**config.mk**
```make
export PLATFORM = sky130hd
export DESIGN_NAME = seven_seg_scan_controller
export DESIGN_NICKNAME = d
export VERILOG_FILES = /design/src/rtl/seven_seg_scan_controller.sv
export SDC_FILE = /design/constraint.sdc
export NUM_CORES = 1
export LEC_CHECK = 0
export ABC_CLOCK_PERIOD_IN_PS = 2850
export BUFFER_PORTS_ARGS = -buffer_cell sky130_fd_sc_hd__buf_2
export CAP_MARGIN = 20
export CORE_AREA = 8 8 150 152
export CTS_CLUSTER_DIAMETER = 100
export DETAILED_ROUTE_END_ITERATION = 7
export DIE_AREA = 0 0 158 160
export HOLD_SLACK_MARGIN = 0.12
export PLACE_DENSITY = 0.48
export SYNTH_ARGS = -nofsm -noshare
export SYNTH_HDL_FRONTEND = slang
export SYNTH_SLANG_ARGS = --single-unit
```
**constraint.sdc**
```tcl
create_clock -name CLK100MHZ -period 2.85 [get_ports CLK100MHZ]
set_input_delay 0.57 -clock CLK100MHZ [delete_from_list [all_inputs] [get_ports CLK100MHZ]]
set_output_delay 0.57 -clock CLK100MHZ [all_outputs]
set_load 0.005 [all_outputs]
```
**src/rtl/seven_seg_scan_controller.sv**
```systemverilog
// Eight-digit time-multiplexed scan controller for a common-anode, active-low
// seven-segment display with inter-digit blanking, PWM dimming and double buffering.
module seven_seg_scan_controller #(
  parameter int unsigned DIGIT_CYCLES = 100000,
  parameter int unsigned BLANK_CYCLES = 1000
) (
  input  logic        CLK100MHZ,
  input  logic        RESET,
  input  logic [31:0] DIGITS,
  input  logic [7:0]  EN_MASK,
  input  logic [7:0]  DP_MASK,
  input  logic [3:0]  BRIGHT,
  input  logic        LOAD,
  output logic [7:0]  AN,
  output logic        CA,
  output logic        CB,
  output logic        CC,
  output logic        CD,
  output logic        CE,
  output logic        CF,
  output logic        CG,
  output logic        DP,
  output logic        PENDING,
  output logic        FRAME_DONE
);

  localparam int unsigned SW = (DIGIT_CYCLES > 1) ? $clog2(DIGIT_CYCLES) : 1;
  localparam logic [SW-1:0] SLOT_LAST  = SW'(DIGIT_CYCLES - 1);
  localparam logic [SW-1:0] BLANK_LAST = SW'(BLANK_CYCLES - 1);

  typedef enum logic {ST_BLANK, ST_ON} state_t;

  state_t        state;
  logic [SW-1:0] slot_cnt;
  logic [2:0]    digit_idx;
  logic [3:0]    pwm_cnt;

  logic [31:0] act_digits, sh_digits;
  logic [7:0]  act_en, sh_en;
  logic [7:0]  act_dp, sh_dp;
  logic [3:0]  act_bright, sh_bright;
  logic        pending;

  logic        slot_wrap;
  logic        frame_end;
  logic        an_on;
  logic [3:0]  cur_nib;
  logic [6:0]  seg_n;
  logic [6:0]  seg_q;

  assign slot_wrap = (slot_cnt == SLOT_LAST);
  assign frame_end = slot_wrap && (digit_idx == 3'd7);
  assign cur_nib   = act_digits[{digit_idx, 2'b00} +: 4];
  assign an_on     = (state == ST_ON) && act_en[digit_idx] &&
                     ((act_bright == 4'hF) || (pwm_cnt < act_bright));

  // Segment order is {CA,CB,CC,CD,CE,CF,CG}, active-low.
  always_comb begin
    seg_n = 7'h7F;
    case (cur_nib)
      4'h0: seg_n = 7'b0000001;
      4'h1: seg_n = 7'b1001111;
      4'h2: seg_n = 7'b0010010;
      4'h3: seg_n = 7'b0000110;
      4'h4: seg_n = 7'b1001100;
      4'h5: seg_n = 7'b0100100;
      4'h6: seg_n = 7'b0100000;
      4'h7: seg_n = 7'b0001111;
      4'h8: seg_n = 7'b0000000;
      4'h9: seg_n = 7'b0000100;
      4'hA: seg_n = 7'b0001000;
      4'hB: seg_n = 7'b1100000;
      4'hC: seg_n = 7'b0110001;
      4'hD: seg_n = 7'b1000010;
      4'hE: seg_n = 7'b0110000;
      4'hF: seg_n = 7'b0111000;
      default: seg_n = 7'h7F;
    endcase
  end

  always_ff @(posedge CLK100MHZ) begin
    if (RESET) begin
      slot_cnt  <= '0;
      digit_idx <= '0;
      pwm_cnt   <= '0;
      state     <= ST_BLANK;
    end else begin
      slot_cnt <= slot_wrap ? '0 : slot_cnt + 1'b1;
      if (slot_wrap)
        digit_idx <= digit_idx + 3'd1;
      if (slot_wrap) begin
        state   <= ST_BLANK;
        pwm_cnt <= pwm_cnt + 4'd1;
      end else if ((state == ST_BLANK) && (slot_cnt == BLANK_LAST)) begin
        state   <= ST_ON;
        pwm_cnt <= '0;
      end else begin
        pwm_cnt <= pwm_cnt + 4'd1;
      end
    end
  end

  // A LOAD coinciding with the frame boundary bypasses the shadow entirely.
  always_ff @(posedge CLK100MHZ) begin
    if (RESET) begin
      act_digits <= '0;
      act_en     <= '0;
      act_dp     <= '0;
      act_bright <= '0;
      sh_digits  <= '0;
      sh_en      <= '0;
      sh_dp      <= '0;
      sh_bright  <= '0;
      pending    <= 1'b0;
    end else begin
      if (LOAD) begin
        sh_digits <= DIGITS;
        sh_en     <= EN_MASK;
        sh_dp     <= DP_MASK;
        sh_bright <= BRIGHT;
      end
      if (frame_end) begin
        if (LOAD) begin
          act_digits <= DIGITS;
          act_en     <= EN_MASK;
          act_dp     <= DP_MASK;
          act_bright <= BRIGHT;
        end else if (pending) begin
          act_digits <= sh_digits;
          act_en     <= sh_en;
          act_dp     <= sh_dp;
          act_bright <= sh_bright;
        end
        pending <= 1'b0;
      end else if (LOAD) begin
        pending <= 1'b1;
      end
    end
  end

  // Disabled digits also blank their segments and decimal point.
  always_ff @(posedge CLK100MHZ) begin
    if (RESET) begin
      AN         <= '1;
      seg_q      <= '1;
      DP         <= 1'b1;
      FRAME_DONE <= 1'b0;
    end else begin
      AN         <= an_on ? ~(8'b1 << digit_idx) : '1;
      seg_q      <= act_en[digit_idx] ? seg_n : '1;
      DP         <= ~(act_dp[digit_idx] & act_en[digit_idx]);
      FRAME_DONE <= frame_end;
    end
  end

  assign {CA, CB, CC, CD, CE, CF, CG} = seg_q;
  assign PENDING = pending;

endmodule

```
# --- Yosys cells after proc, flatten, opt, wreduce, memory -nomap -nowiden ---
# Memory sizes are Yosys's and may differ from the RTL's. A register that Yosys moved wholly into a read port is not among the register bits.
# Index checks and enable logic that the tools add are counted.
totals:
  elab_cells: 59
  out_inout_bits: 18
  rom_bits: 112
  register_bits: 140
  mem_bits_rw: 0
  mem_count: 1
  latchBits: 0
  inputBits: 55
mem_list:
  columns: ["memory", "depth", "width", "rd", "rd_ports_with_merged_regs", "wr", "line", "source"]
  rows:
  - ["(name not given)", 16, 7, 1, 1, 0, "60", "case (cur_nib)"]
op_classes:
  mul: 0
  shift: 2
  n_lt_le_gt_ge: 2
  div: 0
  n_addsub: 3
  n_eq_ne: 4
  bitwise: 6
  n_mux: 14
  n_reduce_logical: 11
op_table:
  columns: ["operator", "n"]
  rows:
  - ["$mux W32", 2]
  - ["$mux W8", 4]
  - ["$shiftx A32 B6 Y4", 1]
  - ["$add A17 B1 Y17 const B", 1]
  - ["$eq A17 B10 Y1 const B", 1]
  - ["$eq A17 B17 Y1 const B", 1]
  - ["$mux W4", 4]
  - ["$not A8 Y8", 1]
  - ["$reduce_or A2 Y1", 4]
  - ["$shl A1 B3 Y8 const A", 1]
  - ["$bmux W1 S3", 2]
  - ["$add A4 B1 Y4 const B", 1]
  - ["$eq A4 B4 Y1 const B", 1]
  - ["$logic_and A1 B1 Y1", 4]
  - ["$lt A3 B4 Y1 const B", 1]
  - ["$lt A4 B4 Y1", 1]
  - ["$not A1 Y1", 4]
  - ["$add A3 B1 Y3 const B", 1]
  - ["$eq A3 B3 Y1 const B", 1]
  - ["$mux W1", 2]
  - ["$reduce_and A2 Y1", 1]
  - ["$reduce_bool A2 Y1", 1]
  - ["$and A1 B1 Y1", 1]
  - ["$logic_or A1 B1 Y1", 1]

# --- Logic depth before layout (Yosys ltp) ---
# Gate-level depths: netlist (run 1).
logic_depth:
  depth_word: 6
  mapped_depth: 11
  ltp_nobuf: 9

# --- Worst setup path after synthesis (run 1) ---
# No wires, ideal clock.
synth_timing:
  path_type: "reg2reg"
  start: "register digit_idx[0]"
  end: "register seg_q[2]"
  t_required_ns: 2.712
  path_slack_ns: 0.628
  setup_ns: 0.138
  path_stages_with_launch: 10
  arrival_time_ns: 2.084
  period_less_slack_ns: 2.222
  n_path_buf: 2
  cell_sequence: "dfxtp_1 > buf_6 > buf_12 > mux4_2 > mux2i_4 > inv_2 > ha_1 > mux2_2 > nand2_1 > o311ai_1"
synth_between:
  elab_chain_cells: 4
  word_cells_on_any_way: 5
  cone_classes: "1 x shift; 2 x mux; 1 x bitwise; 1 x reduce/logical"
synth_rtl:
  columns: ["item", "line", "source"]
  rows:
  - ["from (decl)", "35", "logic [2:0] digit_idx;"]
  - ["from (signal assigned)", "90", "digit_idx <= digit_idx + 3'd1;"]
  - ["branches (longest 4 deep; another with $shiftx A32 B6 Y4)", null, null]
  - ["to (decl)", "49", "logic [6:0] seg_q;"]
# Several ways; the timed one is not identified. The select of a mux whose other input is x is not followed.
# A chain may end at the register's enable or synchronous reset.

# --- Worst setup path in the final report (run 1) ---
# Ends and elaborated chain as after synthesis.

==> results of run 1 <==
## kinds of logic after synthesis
kind of cell / after synthesis / synth area share
xor gates and xnor gates: 18 / 0.0266
AOI/OAI and AO/OA: 82 / 0.105
and+or+nand+nor: 202 / 0.146
adders and majority gates: 17 / 0.0359
muxes: 72 / 0.146
buffers and inverters: 53 / 0.0427
DFF: 147 / 0.497
## sequential cells by signal (all words and copies together), names as in the netlist
register / cells
AN: 8
DP: 1
FRAME_DONE: 1
PENDING: 1
act_bright: 4
act_digits: 32
act_dp: 8
act_en: 8
digit_idx: 3
pwm_cnt: 4
seg_q: 7
sh_bright: 4
sh_digits: 32
sh_dp: 8
sh_en: 8
slot_cnt: 17
state: 1
## report_power, final
part,leakage (nW),internal (W),switching (W)
logic,1.24,0.0000878,0.000121
registers,1.20,0.00211,0.0000176
clock network,0.294,0.00146,0.000836
## stage by stage
step | hold slack (ns) | cell area, um^2 | setup slack [ns] | util | total power, W
2_1_floorplan | 0.418 | 5920 | 0.628 | - | 0.00230
3_3_place_gp | 0.432 | 6520 | 0.350 | 0.325 | 0.00238
3_5_place_dp | 0.441 | 6520 | 0.286 | 0.325 | 0.00238
4_1_cts | 0.401 | 7130 | 0.276 | 0.356 | 0.00469
5_1_grt | 0.417 | 7130 | 0.129 | 0.356 | 0.00481
6_report | 0.419 | 7130 | 0.327 | 0.356 | 0.00463
## cells in the final DEF (no fill, tap or decap), drive strengths merged, types with 5 or more instances in the layout
cell type,count
buf,82
dfxtp,147
nor3,5
xnor2,11
mux4,10
o2111ai,8
a21oi,5
mux2i,57
clkbuf,22
inv,11
ha,17
nor2,140
nand2,18
mux2,5
a211oi,54
xor2,7
nand3,9
nor4,8
## area by class of cell
type                            instances  area (um^2)  share of cell area
Sequential cell                       147         2940               0.413
Tap cell                              270          338              0.0474
Clock inverter                          9          128              0.0179
Timing Repair Buffer                   82          465              0.0653
Clock buffer                           22          484              0.0679
Inverter                               12         45.0             0.00632
Multi-Input combinational cell        391         2730               0.382
## synthesized netlist by cell type, types with 2 or more instances
library cell / n / area share
nor4_1: 8 / 0.0085
ha_1: 17 / 0.036
nand2b_1: 4 / 0.0042
xnor2_1: 11 / 0.016
o2111ai_1: 8 / 0.012
o21ai_0: 2 / 0.0017
nand4_1: 4 / 0.0042
a21o_1: 2 / 0.0025
buf_1: 2 / 0.0013
inv_1: 10 / 0.0063
nor2_1: 139 / 0.088
a21oi_1: 4 / 0.0034
buf_2: 18 / 0.015
mux2_2: 5 / 0.0095
clkbuf_1: 17 / 0.011
and3_1: 4 / 0.0042
nand2_1: 18 / 0.011
o221ai_1: 3 / 0.0044
mux4_2: 10 / 0.038
xor2_1: 7 / 0.010
a211oi_1: 54 / 0.069
dfxtp_1: 147 / 0.50
mux2i_1: 56 / 0.095
nand3_1: 9 / 0.0076
buf_4: 2 / 0.0025
nor2b_1: 2 / 0.0021
and2_1: 3 / 0.0032
nor3_1: 5 / 0.0042
## metal layers
layer,global-route usage,routed length (um)
met1,0.137,6350
met2,0.167,6080
met4,0.0425,161
met3,0.0345,714
met5,0,0
## worst paths after layout
path | to | slack, ns | depth (start not counted)
min reg2reg | slot_cnt[0] | 0.44 | 1
max reg2reg | seg_q[2] | 0.33 | 7
min | sh_dp[7] | 0.42 | 3
max | seg_q[2] | 0.33 | 7
## critical path, stage by stage (launching register included)
cell and delay [ns]:
dfxtp_1 0.71, mux4_2 0.61, mux2i_4 0.25, inv_2 0.10, ha_1 0.27, mux2_2 0.28
nand2_1 0.07, o311ai_1 0.10
==> results.txt, run 1 <==
Status = finished, final reports clean
Worst path required time = 3.13 ns
Crit path capture type = flop
Pwr dens = 650 nW/um^2
MaxCap Viol Count = 0
H-tree Lvls = 4
Post-Synthesis Cells = 591
Placed cell count = 902
Post-synthesis register bit count = 147
Synth Flop Type = dfxtp_1
Worst-path fanout max = 11
Syn nets = 663
Distinct cells, synth = 48
Die Width = 158 um
Setup violators final = 0
Die Y = 160 um
Min Tclk post-route = 2.52 ns
FMAX = 0.396 GHz
Post-synth EDFFs = 0
Setup TNS = 0 ns
Final ANT Viol Nets = 0
Critical path class = reg2reg
Critical Path Start = digit_idx[0]
FP Rows = 52
Core Area = 20,000 um^2
Vias in the first global route = 4,218
Gpl congestion = 0.789
WP data arrival = 2.80 ns
Post-synthesis area per instance = 10.0 um^2
First-pass GRT wire length = 21,400 um
Post-cts gate resize count = 0
Cts bufs inserted = 17
GRT overflow = 0
Final net count = 723
Port Buffers = 72
Slew @ Worst Pin = 0.915 ns
Asr flop ratio synth = 0
Clk_lat worst skew = 0.42 ns
Sequential cell area fraction in the yosys report = 0.497
Sink Count = 147
Yosys Warn Count = 0
Routed WL per cell = 14.3 um
Worst Skew = 0.00761 ns
Vias = 4,261
CTS clock-pin slew for the worst setup and hold paths = 0.06 ns
Final wirelength = 13,300 um
ANT cells = 0
Fin crit share = 0.885
Largest net degree at the start of global routing = 65
Total die area = 25,300 um^2
Unrepaired setup endpoints after global routing = no
# hold bufs at CTS = 0
Hold Path Class = in2reg
Layout cells sized above 1 = 0.202
HP Start = DP_MASK[7]
Slew Limit Fails = 0
Final Hold Vio Count = 0
CP startpoint kind = flop
Initial antenna violation count = 0
Area grow syn2layout = 20.5%
Pre-antenna DRT Iters = 4
CTS tree = done
Peak VDD IR = 0.000342 V
Routed vias/inst = 4.57
Worst slew margin = 0.390
Leakage = 2.73 nW
Worst r2r src = digit_idx[0]
Initial Util = 0.295
Filler Cells Inserted = 2,073
Post-DP HPWL = 9520 um
CTS Root Cell = clkbuf_16
Global Route Usage Sum = 0.108
Non-filler cells, final = 933
IO Pins = 73
Post CTS Setup Buffer Count = 0
Starting DRT DRC Count = 151
Post-Synthesis Cell Area = 5920 um^2
Residual DRC = 0
CTS Buffer Depth = 2
(Power assumes the default switching activity.)
==> run 2, diff against run 1 <==
ABC_AREA = 1   (was unset)
CORE_AREA = 8 8 157 159   (was 8 8 150 152)
DIE_AREA = 0 0 165 167   (was 0 0 158 160)
==> run 2 against run 1 <==
  * Combinational power is 15% higher
  * Clock power is 5% higher
  * Sequential share of layout area down 3.2 points
  * Sequential cell count did not move
  * Largest power group unchanged
  * Highest routed layer is now met5
==> results.txt, run 2 <==
Status = finished, final reports clean (unchanged)
Gpl congestion = 0.853 (was 0.789)
Yosys Warn Count = 0 (unchanged)
Global Route Usage Sum = 0.120 (was 0.108)
Starting DRT DRC Count = 271 (was 151)
Sequential cell area fraction in the yosys report = 0.453 (was 0.497)
Total die area = 27,600 um^2 (was 25,300 um^2)
Non-filler cells, final = 1,202 (was 933)
Worst slew margin = 0.458 (was 0.390)
Adder-cell share of the synthesized area = 0.0327 (was 0.0359)
Filler Cells Inserted = 2,389 (was 2,073)
Most common cell in the netlist = nor2_1 (was dfxtp_1)
Buf/Inv on CP = 2 (was 1)
Post-synth EDFFs = 0 (unchanged)
Worst-path fanout max = 15 (was 11)
CTS tree = done (unchanged)
Post-cts gate resize count = 0 (unchanged)
CTS clock-pin slew for the worst setup and hold paths = 0.06 ns (about the same)
Footprint of the multi-input gates = 3090 um^2 (was 2730 um^2)
Syn nets = 923 (was 663)
Synth Area in Compound Gates = 0.0304 (was 0.105)
FP Rows = 55 (was 52)
Worst path required time = 3.15 ns (was 3.13 ns)
Final net count = 977 (was 723)
Residual DRC = 0 (unchanged)
Post-DP HPWL = 11,600 um (was 9520 um)
Distinct cells, synth = 30 (was 48)
Post-synthesis area per instance = 7.63 um^2 (was 10.0 um^2)
Area grow syn2layout = 18.9% (was 20.5%)
Post CTS Setup Buffer Count = 0 (unchanged)
Asr flop ratio synth = 0 (unchanged)
IO Pins = 73 (unchanged)
Most frequent cells in the layout = nor2_1 (213), dfxtp_1 (147), nand2_1 (144) (was dfxtp_1 (147), nor2_1 (139), buf_2 (70))
Vias in the first global route = 5,445 (was 4,218)
Biggest regs = act_digits (32), sh_digits (32), slot_cnt (17) (unchanged)
Routed vias/inst = 4.59 (was 4.57)
Storage cell area = 2940 um^2 (unchanged)
Crit path max-delay cell type = dfxtp_1 (unchanged)
Layout cells sized above 1 = 0.142 (was 0.202)
Routed WL per cell = 13.5 um (was 14.3 um)
Post-Synthesis Cell Area = 6490 um^2 (was 5920 um^2)
Vias = 5,512 (was 4,261)
ANT cells = 0 (unchanged)
Largest delay share family, worst path = simple AND/OR/NAND/NOR gates (was multiplexers)
Mux cell area share after synthesis = 0.0801 (was 0.146)
Pwr dens = 618 nW/um^2 (was 650 nW/um^2)
Core Area = 22,200 um^2 (was 20,000 um^2)
Unrepaired setup endpoints after global routing = no (unchanged)
Cts bufs inserted = 17 (unchanged)
Commonest cells in the netlist = nor2_1 (213), dfxtp_1 (147), nand2_1 (144) (was dfxtp_1 (147), nor2_1 (139), mux2i_1 (56))
Simple-gate share of the synthesized area = 0.325 (was 0.146)
Final ANT Viol Nets = 0 (unchanged)
Slew Limit Fails = 0 (unchanged)
CTS Root Cell = clkbuf_16 (unchanged)
Placed cell count = 1,171 (was 902)
Pre-antenna DRT Iters = 4 (unchanged)
First-pass GRT wire length = 26,700 um (was 21,400 um)
Initial antenna violation count = 3 (was 0)
Die Width = 165 um (was 158 um)
Synth Flop Type = dfxtp_1 (unchanged)
CP startpoint kind = flop (unchanged)
Post-synthesis register bit count = 147 (unchanged)
Sink Count = 147 (unchanged)
Final wirelength = 16,200 um (was 13,300 um)
Setup violators final = 0 (unchanged)
Slowest stage delay, CP = 0.64 ns (was 0.71 ns)
GRT overflow = 0 (unchanged)
Hold Path Class = in2reg (unchanged)
Critical path class = reg2reg (unchanged)
Synth top area share = 0.453 (was 0.497)
Initial Util = 0.292 (was 0.295)
Setup TNS = 0 ns (unchanged)
Largest net degree at the start of global routing = 57 (was 65)
MaxCap Viol Count = 0 (unchanged)
Die Y = 167 um (was 160 um)
WP data arrival = 2.64 ns (was 2.80 ns)
# hold bufs at CTS = 0 (unchanged)
Area leader, netlist = dfxtp_1 (unchanged)
H-tree Lvls = 4 (unchanged)
Largest family of logic cells by synthesized area = simple AND/OR/NAND/NOR gates (was multiplexers)
Clk_lat worst skew = 0.43 ns (was 0.42 ns)
Worst Skew = 0.0111 ns (was 0.00761 ns)
Crit path capture type = flop (unchanged)
Port Buffers = 72 (unchanged)
Final Hold Vio Count = 0 (unchanged)
Leakage = 3.31 nW (was 2.73 nW)
Peak VDD IR = 0.000420 V (was 0.000342 V)
Ranking of synthesized cells by area = dfxtp_1 (45%), nor2_1 (12%), nand2_1 (8.3%) (was dfxtp_1 (50%), mux2i_1 (9.5%), nor2_1 (8.8%))
Commonest non-fill, non-tap cell in the layout = nor2_1 (was dfxtp_1)
Min Tclk post-route = 2.35 ns (was 2.52 ns)
CTS Buffer Depth = 2 (unchanged)
Slew @ Worst Pin = 0.806 ns (was 0.915 ns)
Xor and xnor fraction of the mapped netlist area = 0.00674 (was 0.0266)
Cells along the critical path = inv_1 -> nor2_1 -> o21ai_0 -> nand3_1 -> nand2_1 -> ha_1 -> inv_1 -> nand3_1 -> nand2_1 -> nand2_1 -> nand3_1 (was mux4_2 -> mux2i_4 -> inv_2 -> ha_1 -> mux2_2 -> nand2_1 -> o311ai_1)
FMAX = 0.426 GHz (was 0.396 GHz)
Fin crit share = 0.823 (was 0.885)
Post-Synthesis Cells = 851 (was 591)
## run 2: changes by cell type in the layout (fill, tap and decap cells not counted), sizes merged, moves of 20 or more
cell	change
nand2	+128
nor2	+75
nand4	+55
a211oi	-53
inv	+46
nand3	+36
o21ai	+20
## run 2: per-layer routing
layer	vias up	GRT usage	wire (um)
li1	2884	-	-
met1	2502	0.148	7540
met2	102	0.196	7560
met3	18	0.0387	862
met4	6	0.0349	170
met5	-	0	38
## run 2: cell families (layout without fill, tap and decap cells)
logic type,Yosys count,count (layout)
AOI/OAI and AO/OA,38,38
xor gates and xnor gates,5,5
adders and majority gates,17,17
buffers and inverters,107,173
DFF,147,147
muxes,52,52
and+or+nand+nor,485,485
## run 2: worst reg2reg max path, stage by stage, from the launching register on
cell and delay, ns:
dfxtp_1 0.64, inv_1 0.38, nor2_1 0.17, o21ai_0 0.10, nand3_1 0.10, nand2_1 0.16, ha_1 0.35, inv_1 0.04
nand3_1 0.07, nand2_1 0.06, nand2_1 0.06, nand3_1 0.08
## run 2: report_power, final
part | internal, W | switching [W]
registers | 0.00211 | 0.0000155
clock network | 0.00155 | 0.000858
logic | 0.0000965 | 0.000144
total | 0.00376 | 0.00102
## run 2: per-stage QoR
step	worst slack, ns	utilization	total power, W	hold WS [ns]	area (um^2)
6_report	0.504	0.347	0.00477	0.412	7720
5_1_grt	0.171	0.347	0.00497	0.416	7720
4_1_cts	0.509	0.347	0.00485	0.399	7720
3_5_place_dp	0.521	0.319	0.00241	0.444	7080
3_3_place_gp	0.575	0.319	0.00241	0.434	7080
2_1_floorplan	0.965	-	0.00232	0.418	6490
## run 2: path summary, 6_finish.rpt
kind,startpoint,to,slack (ns),cells past startpoint
worst max-delay path,digit_idx[1],seg_q[3],0.50,11
worst min register to register,slot_cnt[0],slot_cnt[0],0.45,1
worst min-delay path,DIGITS[24],sh_digits[24],0.41,3
worst max register to register,digit_idx[1],seg_q[3],0.50,11
## run 2: layout make-up
cell class / instances / share of cell area
timing repair buffer: 85 / 0.0626
multi-input combinational: 597 / 0.400
tap: 285 / 0.0462
inverter: 57 / 0.0277
clock inverter: 8 / 0.0193
sequential: 147 / 0.381
clock buffer: 23 / 0.0632
